File: config.mk
export PLATFORM = sky130hd
export DESIGN_NAME = uart_parity_engine
export DESIGN_NICKNAME = d
export VERILOG_FILES = /design/src/rtl/uart_par_pkg.sv /design/src/rtl/uart_par_slice.sv /design/src/rtl/uart_parity_engine.sv
export SDC_FILE = /design/constraint.sdc
export NUM_CORES = 1
export LEC_CHECK = 0
export CAP_MARGIN = 20
export CORE_MARGIN = 2
export CORE_UTILIZATION = 43
export CTS_BUF_LIST = sky130_fd_sc_hd__clkbuf_8
export CTS_CLUSTER_SIZE = 28
export DETAILED_ROUTE_END_ITERATION = 10
export PLACE_DENSITY = 0.66
export SKIP_LAST_GASP = 1
export SLEW_MARGIN = 20
export SYNTH_ARGS = -nofsm -noshare
export SYNTH_HDL_FRONTEND = slang
export SYNTH_HIERARCHICAL = 1
export SYNTH_SLANG_ARGS = --single-unit
File: constraint.sdc
create_clock -name clk -period 2.81 [get_ports clk]
set_input_delay 0.562 -clock clk [delete_from_list [all_inputs] [get_ports clk]]
set_output_delay 0.562 -clock clk [all_outputs]
set_load 0.05 [all_outputs]
File: src/rtl/uart_par_pkg.sv
// Shared UART parity definitions: mode codes, engine state encoding and the mode-mapping helper.
// The uart_tx frame FSM and the RX path reuse these.
package uart_par_pkg;

    localparam logic [2:0] PAR_NONE  = 3'd0;
    localparam logic [2:0] PAR_EVEN  = 3'd1;
    localparam logic [2:0] PAR_ODD   = 3'd2;
    localparam logic [2:0] PAR_MARK  = 3'd3;
    localparam logic [2:0] PAR_SPACE = 3'd4;

    localparam logic [1:0] ST_IDLE = 2'd0;
    localparam logic [1:0] ST_CALC = 2'd1;
    localparam logic [1:0] ST_DONE = 2'd2;

    // Codes 5..7 are reserved and behave as PAR_NONE.
    function automatic logic par_active(input logic [2:0] mode);
        return (mode == PAR_EVEN) || (mode == PAR_ODD) || (mode == PAR_MARK) ||
               (mode == PAR_SPACE);
    endfunction

    function automatic logic par_apply(input logic [2:0] mode, input logic x);
        logic p;
        case (mode)
            PAR_EVEN: p = x;
            PAR_ODD:  p = ~x;
            PAR_MARK: p = 1'b1;
            default:  p = 1'b0;
        endcase
        return p;
    endfunction

endpackage

File: src/rtl/uart_par_slice.sv
// Masked XOR of one BITS_PER_CYC-wide slice starting at idx; bits at or beyond len fold as 0.
module uart_par_slice #(
    parameter int DATA_W       = 8,
    parameter int BITS_PER_CYC = 1,
    localparam int LEN_W       = $clog2(DATA_W + 1)
) (
    input  logic [DATA_W-1:0] data,
    input  logic [LEN_W-1:0]  idx,
    input  logic [LEN_W-1:0]  len,
    output logic              x
);

    logic [DATA_W-1:0]       shifted;
    logic [BITS_PER_CYC-1:0] mask;

    // Shifting keeps every read in range; len <= DATA_W masks anything past the word end.
    always_comb begin
        shifted = data >> idx;
        mask    = '0;
        for (int j = 0; j < BITS_PER_CYC; j++) begin
            mask[j] = ({1'b0, idx} + (LEN_W + 1)'(j)) < {1'b0, len};
        end
        x = ^(shifted[BITS_PER_CYC-1:0] & mask);
    end

endmodule

File: src/rtl/uart_parity_engine.sv
// Parametrised parity generator/checker: captures a word, folds it BITS_PER_CYC bits per cycle,
// maps the result through the parity mode and holds it on a valid/ack handshake.
module uart_parity_engine
    import uart_par_pkg::*;
#(
    parameter int DATA_W       = 8,
    parameter int BITS_PER_CYC = 1,
    localparam int LEN_W       = $clog2(DATA_W + 1)
) (
    input  logic              clk,
    input  logic              rest,
    input  logic [DATA_W-1:0] p_data,
    input  logic [LEN_W-1:0]  data_len,
    input  logic [2:0]        par_mode,
    input  logic              chk_bit,
    input  logic              data_valid,
    output logic              data_ready,
    output logic              par_bit,
    output logic              par_err,
    output logic              par_valid,
    input  logic              par_ack,
    output logic              busy
);

    logic [1:0]        state_q, state_d;
    logic [DATA_W-1:0] data_q, data_d;
    logic [LEN_W-1:0]  len_q, len_d;
    logic [LEN_W-1:0]  idx_q, idx_d;
    logic [2:0]        mode_q, mode_d;
    logic              chk_q, chk_d;
    logic              acc_q, acc_d;
    logic              bit_q, bit_d;
    logic              err_q, err_d;
    logic              valid_q, valid_d;

    logic              slice_x;
    logic              fold_x;
    logic              fold_bit;
    logic              last_fold;
    logic [LEN_W-1:0]  len_clamp;

    uart_par_slice #(
        .DATA_W       (DATA_W),
        .BITS_PER_CYC (BITS_PER_CYC)
    ) u_slice (
        .data (data_q),
        .idx  (idx_q),
        .len  (len_q),
        .x    (slice_x)
    );

    always_comb begin
        len_clamp = data_len;
        if (data_len == '0 || data_len > LEN_W'(DATA_W)) begin
            len_clamp = LEN_W'(DATA_W);
        end
        fold_x    = acc_q ^ slice_x;
        fold_bit  = par_apply(mode_q, fold_x);
        last_fold = ({1'b0, idx_q} + (LEN_W + 1)'(BITS_PER_CYC)) >= {1'b0, len_q};
    end

    always_comb begin
        state_d = state_q;
        data_d  = data_q;
        len_d   = len_q;
        idx_d   = idx_q;
        mode_d  = mode_q;
        chk_d   = chk_q;
        acc_d   = acc_q;
        bit_d   = bit_q;
        err_d   = err_q;
        valid_d = valid_q;
        case (state_q)
            ST_IDLE: begin
                if (data_valid) begin
                    data_d  = p_data;
                    len_d   = len_clamp;
                    mode_d  = par_mode;
                    chk_d   = chk_bit;
                    acc_d   = 1'b0;
                    idx_d   = '0;
                    state_d = ST_CALC;
                end
            end
            ST_CALC: begin
                acc_d = fold_x;
                idx_d = idx_q + LEN_W'(BITS_PER_CYC);
                if (last_fold) begin
                    bit_d   = fold_bit;
                    err_d   = par_active(mode_q) & (fold_bit != chk_q);
                    valid_d = 1'b1;
                    state_d = ST_DONE;
                end
            end
            ST_DONE: begin
                if (par_ack) begin
                    valid_d = 1'b0;
                    state_d = ST_IDLE;
                end
            end
            default: state_d = ST_IDLE;
        endcase
    end

    always_ff @(posedge clk) begin
        if (rest) begin
            state_q <= ST_IDLE;
            data_q  <= '0;
            len_q   <= '0;
            idx_q   <= '0;
            mode_q  <= PAR_NONE;
            chk_q   <= 1'b0;
            acc_q   <= 1'b0;
            bit_q   <= 1'b0;
            err_q   <= 1'b0;
            valid_q <= 1'b0;
        end else begin
            state_q <= state_d;
            data_q  <= data_d;
            len_q   <= len_d;
            idx_q   <= idx_d;
            mode_q  <= mode_d;
            chk_q   <= chk_d;
            acc_q   <= acc_d;
            bit_q   <= bit_d;
            err_q   <= err_d;
            valid_q <= valid_d;
        end
    end

    assign data_ready = (state_q == ST_IDLE);
    assign busy       = (state_q != ST_IDLE);
    assign par_bit    = bit_q;
    assign par_err    = err_q;
    assign par_valid  = valid_q;

endmodule

==> impl_metrics.tcl, run 1 <==
set metrics [dict create \
    gp_congestion 0.783 \
    drtIter0Drc 31 \
    grt_pass1_wl_um 4610 \
    fin_crit_ns 2.34 \
    cts.clk_slew.worst_paths_ns 0.09 \
    cts_root_buf "clkbuf_8" \
    cp-start-kind "flip-flop" \
    hpwlAfterDp_um 2010 \
    hold_violations 0 \
    clkLatencyLatePin_ns 0.27 \
    cts_hold_buf 0 \
    fmax_mhz 427 \
    drive_above_1_share_pct 9.55 \
    tightest_slew_ns 0.546 \
    power_uw 929 \
    maxCapViolCount 0 \
    synth_common_cells "nand2_1, dfxtp_1, a21oi_1" \
    min_delay_path_depth 2 \
    hp-class "reg -> reg" \
    path_max_fanout 8 \
    wirelength_um 2690 \
    setup-violations-final 0 \
    async_flop_share_pct 0 \
    dr.pass1.iters 4 \
    cts_setup_buffers 0 \
    critPathArrivalTime_ns 2.52 \
    r2r-start "idx_q[0]$_SDFFE_PP0P_" \
    rsz0062_at_grt "false" \
    yosys.cell_types.count 36 \
    cts-htree-levels 1 \
    min_to "data_q[7]$_SDFFE_PP0P_" \
    path_class "reg -> reg" \
    synth-seq-cells 26 \
    viasPerCell 5.28 \
    start_util_pct 44.8 \
    p_leak_nw 0.635 \
    cts_tree "built" \
    synth_top_area_cell "dfxtp_1" \
    final_util_pct 55.5 \
    ios 25 \
    vias 1114 \
    rows 20 \
    die_w_um 59.9 \
    io_buffers 24 \
    clock_path_buffers 2 \
    area_growth_pct 23.9 \
    netlist.area_leader.share_pct 38.7 \
    syn_area_um2 1350 \
    ff2ff_path_depth 8 \
    dpl_cell_area_um2 1600 \
    cts_resized 0 \
    synth-seq-area-share_pct 38.7 \
    drv_slew 0 \
    numCtsBuffers 3 \
    antenna_found_initial 0 \
    layout_worst_path_cycle_share_pct 83.3 \
    grt_use_total_pct 17.2 \
    yosysWarningCount 6 \
    peakVddDrop_mv 0.346 \
    cts_sinks 26 \
    setup_tns_ns 0 \
    syn_avg_cell_area_um2 8.62 \
    p_per_area_nw_per_um2 558 \
    fin_nets 207 \
    status "complete, no violations" \
    routedWlPerCell_um 12.8 \
    ant_nets 0 \
    rr_endpoint "par_err$_SDFFE_PP0P_" \
    slew_headroom_pct 63.6 \
    yosys-top-cells-area "dfxtp_1, nand2_1, a21oi_1" \
    drc 0 \
    r2r_slack_ns 0.47 \
    grt_start_max_net_pins 18 \
    synthFlopType "dfxtp_1" \
    syn_nets 184 \
    fin_hold_ws_ns 0.458 \
    finClkSkew_ns 0.00277 \
    critical_path_required_ns 2.99 \
    dieHeight_um 59.9 \
    grt_pass1_vias 1033 \
    grt-ovfl-total 0 \
    yosysMostFrequentCell "nand2_1" \
    synth_edf_count 0 \
    hold_path_startpoint "data_q[7]$_SDFFE_PP0P_" \
    postSynthCellCount 156 \
    core_um2 3000 \
    insertedDiodeCount 0 \
    crit_path_end_kind "flip-flop" \
    die-area_um2 3590 \
    fin_area_um2 1670 \
]
==> routing by layer <==
metal	up-vias	GRT usage [%]	share of wire [%]
met5	-	0	0
met4	0	6.03	1.6
met3	4	4.55	4.1
met2	21	28.7	48
met1	510	21.1	47
li1	579	-	-
==> worst max-delay path: stages (launching register included) <==
cell     delay (ns)
dfxtp_1        0.55
mux4_2         0.55
o21ai_1        0.16
nor3_2         0.08
xnor2_1        0.18
mux2i_1        0.24
nor2_2         0.07
xnor2_1        0.13
o41ai_2        0.29
==> worst max-delay path by stage <==
stage	startpoint	to
finish	idx_q[0]$_SDFFE_PP0P_	par_err$_SDFFE_PP0P_
global route	idx_q[0]$_SDFFE_PP0P_	par_err$_SDFFE_PP0P_
CTS	idx_q[0]$_SDFFE_PP0P_	par_err$_SDFFE_PP0P_
detailed placement	idx_q[0]$_SDFFE_PP0P_	par_err$_SDFFE_PP0P_
global placement	idx_q[0]$_SDFFE_PP0P_	par_err$_SDFFE_PP0P_
floorplan	idx_q[0]$_SDFFE_PP0P_	par_err$_SDFFE_PP0P_
==> state kept, by name (all words and copies together), names as in the netlist <==
name       flops
data_q         8
idx_q          4
len_q          4
mode_q         3
state_q        2
acc_q          1
chk_q          1
par_bit        1
par_err        1
par_valid      1
==> cell usage in the layout (no fill, tap or decap), types with 2 or more instances in the layout <==
cell and count:
dfxtp_1 26, mux2i_1 6, o21ai_0 3, xnor2_1 3, clkdlybuf4s50_1 24, nor2_1 8
a22oi_1 3, nand2_1 30, ha_1 8, nor3_1 3, inv_1 8, clkbuf_8 3
nand3b_1 6, nor2b_1 2, o21ai_1 2, nor2_2 2, a21oi_1 21, xor2_1 2
==> cell families (layout without fill, tap and decap cells) <==
group,count (synthesis),in the layout,share of synthesized area [%]
AND/OR/NAND/NOR,59,59,21.9
flip-flops,26,26,38.7
multiplexers,8,8,6.98
AO/OA/AOI/OAI,35,35,16.7
buffers and inverters,15,37,5.12
XOR/XNOR,5,5,3.26
adder cells (fa/ha/maj),8,8,7.44
==> where the power goes <==
group | internal (mW) | switching [mW] | total, mW
clock network | 0.191 | 0.122 | 0.313
registers | 0.393 | 0.0246 | 0.418
logic | 0.0884 | 0.111 | 0.199
total | 0.672 | 0.257 | 0.929
==> stage by stage <==
stage | worst slack (ns) | cells
after floorplan | 0.691 | 156
after global placement | 0.604 | 207
after detailed placement | 0.436 | 207
after CTS | 0.433 | 211
after global routing | 0.258 | 211
final | 0.468 | 211
==> final cells by class <==
type	instances	area [µm²]
inverter	8	30.0
multi-input combinational	115	756
clock inverter	1	30.0
fill	287	1340
sequential	26	520
tap	33	41.3
clock buffer	3	41.3
timing repair buffer	25	248
(Power assumes the default switching activity.)
==> run 2, diff against run 1 <==
==> constraint.sdc (replaced) <==
create_clock -name clk -period 2.4 [get_ports clk]
set_input_delay 0.48 -clock clk [delete_from_list [all_inputs] [get_ports clk]]
set_output_delay 0.48 -clock clk [all_outputs]
set_load 0.05 [all_outputs]
==> run 2 against run 1 <==
Net effect:
- via count is 0.36% lower
- design area stayed put
- core utilization is the same
- worst setup slack got worse by 0.28 ns
- flip-flop and latch count unchanged
- largest power group unchanged
- clock power fell by 11%
- wire length grew 4.7%
- clock skew is essentially flat
- non-clock buffer count up 2
==> impl_metrics.tcl, run 2 (synthesis gave the netlist of run 1 again) <==
set metrics [dict create \
    power_frac_seq_pct 48.4 \
    io_buffers 24 \
    routedWlPerCell_um 13.2 \
    fin_nets 209 \
    path_cells "nor2_2 -> clkdlybuf4s50_1" \
    reg_top3 "data_q (8), idx_q (4), len_q (4)" \
    p_sw_share_pct 29.1 \
    ios 25 \
    rsz0062_at_grt "false" \
    p_sw_uw 292 \
    p_per_area_nw_per_um2 603 \
    crit_path_end_kind "output pin" \
    numCtsBuffers 3 \
    hpwlAfterDp_um 2130 \
    ant_nets 0 \
    path_class "reg -> out" \
    viasPerCell 5.21 \
    hp-class "reg -> reg" \
    wirelength_um 2820 \
    cts_sinks 26 \
    min_to "par_valid$_SDFFE_PP0P_" \
    grt_use_total_pct 18.2 \
    hold_path_startpoint "par_valid$_SDFFE_PP0P_" \
    clkPwrFrac_pct 27.8 \
    cpPeakStageDelay_ns 0.85 \
    maxCapViolCount 0 \
    antenna_found_initial 0 \
    grt_pass1_wl_um 4910 \
    critical_path_required_ns 1.92 \
    dr.pass1.iters 4 \
    drtIter0Drc 25 \
    finClkSkew_ns 0.00310 \
    grt_pass1_vias 1110 \
    ff2ff_path_depth 8 \
    dieHeight_um 59.9 \
    cts_tree "built" \
    die-area_um2 3590 \
    largest_register_ff_count 8 \
    min_delay_path_depth 2 \
    start_util_pct 44.8 \
    grt_start_max_net_pins 18 \
    r2r_slack_ns 0.20 \
    r2r-start "idx_q[0]$_SDFFE_PP0P_" \
    vias 1110 \
    regMostFlops "data_q" \
    cp-start-kind "flip-flop" \
    insertedDiodeCount 0 \
    layout_common_cells "nand2_1, dfxtp_1, clkdlybuf4s50_1, a21oi_1" \
    p_leak_nw 0.640 \
    setup_tns_ns 0 \
    final_common_cell "nand2_1" \
    gp_congestion 0.832 \
    slew_headroom_pct 64.1 \
    clkLatencyLatePin_ns 0.27 \
    status "complete, no violations" \
    cts-htree-levels 1 \
    area_growth_pct 23.9 \
    p_int_uw 713 \
    fill_cells 283 \
    layout_worst_path_cycle_share_pct 92.1 \
    drv_slew 0 \
    hold_violations 0 \
    rows 20 \
    drive_above_1_share_pct 11.1 \
    cts_root_buf "clkbuf_8" \
    core_um2 3000 \
    cts.clk_slew.worst_paths_ns 0.09 \
    clock_path_buffers 2 \
    setup-violations-final 0 \
    critPathArrivalTime_ns 1.73 \
    die_w_um 59.9 \
    worst_path_max_delay_cell "clkdlybuf4s50_1" \
    drc 0 \
    tightest_slew_ns 0.538 \
    power_mw 1.01 \
    fin_crit_ns 2.21 \
    grt-ovfl-total 0 \
    peakVddDrop_mv 0.324 \
    path_max_fanout 8 \
    p_comb_share_pct 23.8 \
    preCtsSetupSlack_ns 0.0631 \
    rr_endpoint "par_err$_SDFFE_PP0P_" \
    timing.final.ws_setup_ns 0.189 \
    fmax_mhz 452 \
]
[run 2: cell count changes in the layout (fill, tap and decap cells not counted)]
cell       change
buf_4          +2
bufinv_16      -1
clkbuf_8       +1
dfxtp_1        -1
dfxtp_2        +1
[run 2: area by class of cell]
| type | instances | area (µm²) | area share (%) |
|---|---|---|---|
| Clock buffer | 4 | 55.1 | 3.30 |
| Inverter | 8 | 30.0 | 1.80 |
| Multi-Input combinational cell | 115 | 756 | 45.3 |
| Sequential cell | 26 | 522 | 31.3 |
| Tap cell | 33 | 41.3 | 2.48 |
| Timing Repair Buffer | 27 | 263 | 15.8 |
[run 2: power groups by stage]
stage                     registers (mW)  clock network [mW]  logic, mW
after floorplan                    0.499                   0      0.160
after global placement             0.495                   0      0.236
after detailed placement           0.497                   0      0.241
after CTS                          0.486               0.290      0.242
after global routing               0.492               0.306      0.264
final                              0.487               0.280      0.239
[run 2: critical path: cells and delay by family (launching register included)]
family / cells / cell delay [ns]
flops: 1 / 0.40
buf+inv: 1 / 0.85
simple gates: 1 / 0.21
[run 2: worst max path at each step]
stage | from | endpoint | slack (ns) | depth (start not counted)
floorplan | idx_q[0]$_SDFFE_PP0P_ | par_err$_SDFFE_PP0P_ | 0.28 | 8
global placement | idx_q[0]$_SDFFE_PP0P_ | par_err$_SDFFE_PP0P_ | 0.19 | 8
detailed placement | idx_q[0]$_SDFFE_PP0P_ | par_err$_SDFFE_PP0P_ | 0.06 | 8
CTS | idx_q[0]$_SDFFE_PP0P_ | par_err$_SDFFE_PP0P_ | 0.06 | 8
global route | idx_q[0]$_SDFFE_PP0P_ | par_err$_SDFFE_PP0P_ | 0.07 | 8
finish | state_q[0]$_SDFFE_PP0P_ | data_ready | 0.19 | 2
[run 2: timing repair]
action,CTS,global route
hold buffers,0,0
endpoints found under the setup margin,0,1
gates resized for setup,0,1
buffers inserted,0,0
[run 2: per-layer routing]
metal  up-vias  GRT usage, %  wire length, µm
li1        581             -                -
met1       507          22.8             1320
met2        20          31.2             1400
met3         2          3.46               75
met4         0          5.71               19
met5         -             0                0
[run 2: through the flow]
| step | hold slack, ns | util, % | std cells | area (µm²) |
|---|---|---|---|---|
| 3_3_place_gp | 0.447 | 53.6 | 209 | 1610 |
| 2_1_floorplan | 0.433 | - | 156 | 1350 |
| 3_5_place_dp | 0.454 | 53.6 | 209 | 1610 |
| 6_report | 0.462 | 55.5 | 213 | 1670 |
| 4_1_cts | 0.467 | 55.5 | 213 | 1670 |
| 5_1_grt | 0.479 | 55.5 | 213 | 1670 |
==> run 3, diff against run 2 <==
--- a/config.mk
+++ b/config.mk
@@ -5,7 +5,7 @@
 export SDC_FILE = /design/constraint.sdc
 export NUM_CORES = 1
 export LEC_CHECK = 0
-export CAP_MARGIN = 20
+export CAP_MARGIN = 30
 export CORE_MARGIN = 2
 export CORE_UTILIZATION = 43
 export CTS_BUF_LIST = sky130_fd_sc_hd__clkbuf_8
==> results of run 3 <==
Same layout as run 2: the final DEF is identical, and so are final timing and power.
